<file path="config.mk">
export PLATFORM = sky130hd
export DESIGN_NAME = registro_etapa_skid
export DESIGN_NICKNAME = d
export VERILOG_FILES = /design/src/rtl/registro_etapa_skid_pkg.sv /design/src/rtl/registro_param.sv /design/src/rtl/registro_etapa_skid.sv
export SDC_FILE = /design/constraint.sdc
export NUM_CORES = 1
export LEC_CHECK = 0
export ABC_AREA = 1
export BUFFER_PORTS_ARGS = -buffer_cell sky130_fd_sc_hd__buf_2
export CORE_ASPECT_RATIO = 1.1
export CORE_MARGIN = 4
export CORE_UTILIZATION = 44
export DETAILED_ROUTE_END_ITERATION = 10
export PLACE_DENSITY_LB_ADDON = 0.25
export SLEW_MARGIN = 20
export SYNTH_ARGS = -nofsm -noshare
export SYNTH_HDL_FRONTEND = slang
export SYNTH_HIERARCHICAL = 1
export SYNTH_SLANG_ARGS = --single-unit
</file>
<file path="constraint.sdc">
create_clock -name clk -period 1.9 [get_ports clk]
set_input_delay 0.285 -clock clk [delete_from_list [all_inputs] [get_ports clk]]
set_output_delay 0.285 -clock clk [all_outputs]
set_load 0.05 [all_outputs]
</file>
<file path="src/rtl/registro_etapa_skid_pkg.sv">
// Shared pipeline-control constants: handshake state encodings and their decode.
// out_valid is state[0] and in_ready is ~state[1], so other control blocks can reuse them.
package registro_etapa_skid_pkg;

  localparam int LEVEL_W = 2;

  typedef enum logic [1:0] {
    ST_EMPTY = 2'b00,
    ST_ONE   = 2'b01,
    ST_FULL  = 2'b11
  } state_t;

  function automatic logic [LEVEL_W-1:0] state_level(input state_t st);
    case (st)
      ST_ONE:  return 2'd1;
      ST_FULL: return 2'd2;
      default: return 2'd0;
    endcase
  endfunction

endpackage

</file>
<file path="src/rtl/registro_param.sv">
// Width-parametrised register with synchronous reset to a fixed value and a load enable.
module registro_param #(
  parameter int               WIDTH       = 32,
  parameter logic [WIDTH-1:0] RESET_VALUE = '0
) (
  input  logic             clk,
  input  logic             reset,
  input  logic             enable,
  input  logic [WIDTH-1:0] d,
  output logic [WIDTH-1:0] q
);

  logic [WIDTH-1:0] r_q;

  always_ff @(posedge clk) begin
    if (reset) begin
      r_q <= RESET_VALUE;
    end else if (enable) begin
      r_q <= d;
    end
  end

  assign q = r_q;

endmodule

</file>
<file path="src/rtl/registro_etapa_skid.sv">
// Pipeline-stage register with valid/ready handshake, one-entry skid buffer and flush.
// Outputs decode from the state register only, so in_ready never depends on out_ready combinationally.
module registro_etapa_skid
  import registro_etapa_skid_pkg::*;
#(
  parameter int               WIDTH       = 32,
  parameter logic [WIDTH-1:0] RESET_VALUE = '0
) (
  input  logic               clk,
  input  logic               reset,
  input  logic               flush,
  input  logic               in_valid,
  output logic               in_ready,
  input  logic [WIDTH-1:0]   in_data,
  output logic               out_valid,
  input  logic               out_ready,
  output logic [WIDTH-1:0]   out_data,
  output logic [LEVEL_W-1:0] level
);

  state_t           r_state;
  state_t           r_state_next;
  logic             w_acc;
  logic             w_pop;
  logic             w_main_en;
  logic             w_skid_en;
  logic [WIDTH-1:0] w_main_d;
  logic [WIDTH-1:0] w_skid_q;

  assign w_acc = in_valid & in_ready;
  assign w_pop = out_valid & out_ready;

  always_ff @(posedge clk) begin
    if (reset) begin
      r_state <= ST_EMPTY;
    end else begin
      r_state <= r_state_next;
    end
  end

  // Flush only touches the state; data registers keep their (now invalid) contents.
  always_comb begin
    r_state_next = r_state;
    w_main_en    = 1'b0;
    w_skid_en    = 1'b0;
    w_main_d     = in_data;
    if (!flush) begin
      case (r_state)
        ST_EMPTY: begin
          if (w_acc) begin
            r_state_next = ST_ONE;
            w_main_en    = 1'b1;
          end
        end
        ST_ONE: begin
          if (w_acc && w_pop) begin
            w_main_en = 1'b1;
          end else if (w_acc) begin
            r_state_next = ST_FULL;
            w_skid_en    = 1'b1;
          end else if (w_pop) begin
            r_state_next = ST_EMPTY;
          end
        end
        ST_FULL: begin
          if (w_pop) begin
            r_state_next = ST_ONE;
            w_main_en    = 1'b1;
            w_main_d     = w_skid_q;
          end
        end
        default: r_state_next = ST_EMPTY;
      endcase
    end else begin
      r_state_next = ST_EMPTY;
    end
  end

  always_comb begin
    out_valid = r_state[0];
    in_ready  = ~r_state[1];
    level     = state_level(r_state);
  end

  registro_param #(
    .WIDTH      (WIDTH),
    .RESET_VALUE(RESET_VALUE)
  ) u_main (
    .clk   (clk),
    .reset (reset),
    .enable(w_main_en),
    .d     (w_main_d),
    .q     (out_data)
  );

  registro_param #(
    .WIDTH      (WIDTH),
    .RESET_VALUE(RESET_VALUE)
  ) u_skid (
    .clk   (clk),
    .reset (reset),
    .enable(w_skid_en),
    .d     (in_data),
    .q     (w_skid_q)
  );

endmodule

</file>
==> impl_metrics.tcl <==
set metrics [dict create \
    status "finished, final reports clean" \
    num_vias 3235 \
    grt_max_degree 65 \
    crit_arrival_ns 2.05 \
    setup_viol 0 \
    drtIter0Drc 186 \
    nets 670 \
    boundaryPins 73 \
    critPathRequiredTime_ns 2.14 \
    postSynthNetCount 602 \
    synthDistinctLibCells 15 \
    place_congestion 0.7879 \
    tritoncts "built" \
    portBuffers 72 \
    viasPerCell 4.401 \
    finalHoldViolCount 0 \
    dr.pass1.iters 4 \
    maxCapViolCount 0 \
    final.setup.worst_slack_ns 0.09344 \
    cts.sinks 66 \
    numPlacedInstances 715 \
    path_class "reg2reg" \
    path_max_fanout 32 \
    period_needed_ns 1.807 \
    grt_usage_pct 17.00 \
    cts_hold_buffers 0 \
    slew-limit-headroom_pct 75.34 \
    synthToLayoutAreaGrowth_pct 17.30 \
    rsz0062_at_grt "false" \
    ctsHtreeMaxLevel 3 \
    ff2ff_path_depth 11 \
    antenna_found_initial 0 \
    clockRootBuffer "clkbuf_8" \
    finish.utilization_pct 53.78 \
    dieArea_sq_mm 0.009359 \
    place_ws_ns 0.1293 \
    p_leak_nw 2.283 \
    cp-end-kind "register" \
    postSynthAreaPerCell_sq_um 6.209 \
    worst_pin_slew_ns 0.3695 \
    layout-drive-gt1-share_pct 18.25 \
    clock_skew_ns 0.008272 \
    synth_largest_area_cell "dfxtp_1" \
    yosys-top-cells-area "dfxtp_1 (38%), nand2_1 (22%), nor2_1 (15%)" \
    synth_top_area_share_pct 38.14 \
    chipHeight_um 101.1 \
    hp-class "in2reg" \
    antenna_left 0 \
    grt_overflow_total 0 \
    drc_errors 0 \
    synth_area_sq_mm 0.003465 \
    num_antenna_cells 0 \
    num-fill-cells 808 \
    clk_path_buf_depth 2 \
    hold-worst-slack_ns 0.2145 \
    first_global_vias 2831 \
    synth-seq-area-share_pct 38.14 \
    clk_latency_ns 0.34 \
    path_clk_slew_ns 0.07 \
    layout_commonest_cell "nand2_1" \
    coreArea_sq_mm 0.007556 \
    startpoint_type "register" \
    fin_crit_sh_pct 95.08 \
    vdd_ir_drop_max_uv 344.6 \
    maxSlewViolCount 0 \
    clock.fmax_mhz 553.5 \
    wirelength_um 8198 \
    hpwl_um 5146 \
    fp-row-count 33 \
    die_x_um 92.61 \
    syn_inst 558 \
    fin_cells 735 \
    layout_common_cells "nand2_1 (200), nor2_1 (136), inv_1 (73), buf_2 (72), dfxtp_1 (64)" \
    grt_pass1_wl_um 12790 \
    cts_buffers 9 \
    wire_per_inst_um 11.15 \
    synth-seq-cells 66 \
    yosysWarnings 6 \
    start_util_pct 45.85 \
    pwr_density_cell_mw_per_mm2 818.2 \
    holdPathStages 4 \
    fin_tns_setup_ns 0 \
]
==> cells in the mapped netlist, drive strengths merged <==
cell	instances
a21oi	1
buf	29
dfxtp	66
ha	7
inv	74
nand2	203
nand3	36
nor2	138
nor3	3
o21ai	1
==> logic make-up (layout without fill, tap and decap cells) <==
kind of cell               count (synthesis)  after routing  share of synthesized area, %
buffers and inverters                    103            175                         15.71
DFF                                       66             66                         38.14
adders and majority gates                  7              7                         2.528
and+or+nand+nor                          380            380                         43.34
AOI/OAI and AO/OA                          2              2                        0.2886
==> where the power goes <==
part	switching (W)	leakage, nW	internal (W)
registers	0.0000491	0.540	0.00147
clock network	0.000540	0.0834	0.000535
logic	0.000514	1.66	0.000220
==> layer usage <==
| layer | routed length (um) | track usage (%) |
|---|---|---|
| met5 | 0 | 0 |
| met4 | 95 | 7.886 |
| met3 | 609 | 3.510 |
| met2 | 4026 | 29.24 |
| met1 | 3466 | 20.29 |
==> registers in the layout (all words and copies together) (netlist names) <==
name / flops
u_skid/q: 32
u_main/q: 32
r_state: 2
==> repair_timing <==
item / in CTS / in global routing
endpoints found under the setup margin: 0 / 32
setup buffers: 0 / 2
gates resized for setup: 0 / 9
endpoints found under the hold margin: 0 / 0
==> worst paths after layout <==
path,slack (ns),startpoint,end
worst max register to register,0.09,r_state[1],u_main/q[1]
worst min-delay path,0.21,reset,r_state[1]
worst min register to register,0.47,u_main/q[21],u_main/q[21]
worst max-delay path,0.09,r_state[1],u_main/q[1]
==> layout make-up <==
class	count	area [sq um]	area share (%)
flip-flops and latches	66	1329	32.70
multi-input cells	389	1645	40.49
clock inverters	4	27.53	0.6773
inverters	74	281.5	6.927
well taps	105	131.4	3.233
clock buffers	11	151.4	3.725
repair buffers	86	498.0	12.25
==> through the flow <==
| step | area [sq um] | power [W] |
|---|---|---|
| after global placement | 3801 | 0.002239 |
| after CTS | 3980 | 0.003330 |
| after floorplan | 3486 | 0.002097 |
| final | 4064 | 0.003325 |
| after global routing | 4064 | 0.003521 |
| after detailed placement | 3801 | 0.002251 |
==> worst max-delay path: stages (launching register included) <==
cell and delay [ns]:
dfxtp_4 0.37, clkinvlp_4 0.11, ha_4 0.15, nand3_2 0.09, nor2_1 0.17, nor3_2 0.08
nor3_4 0.14, buf_4 0.18, buf_8 0.23, nand2_1 0.08, nand2_1 0.06, nor2_1 0.04
Note: power is estimated with default switching activity, not from simulation.
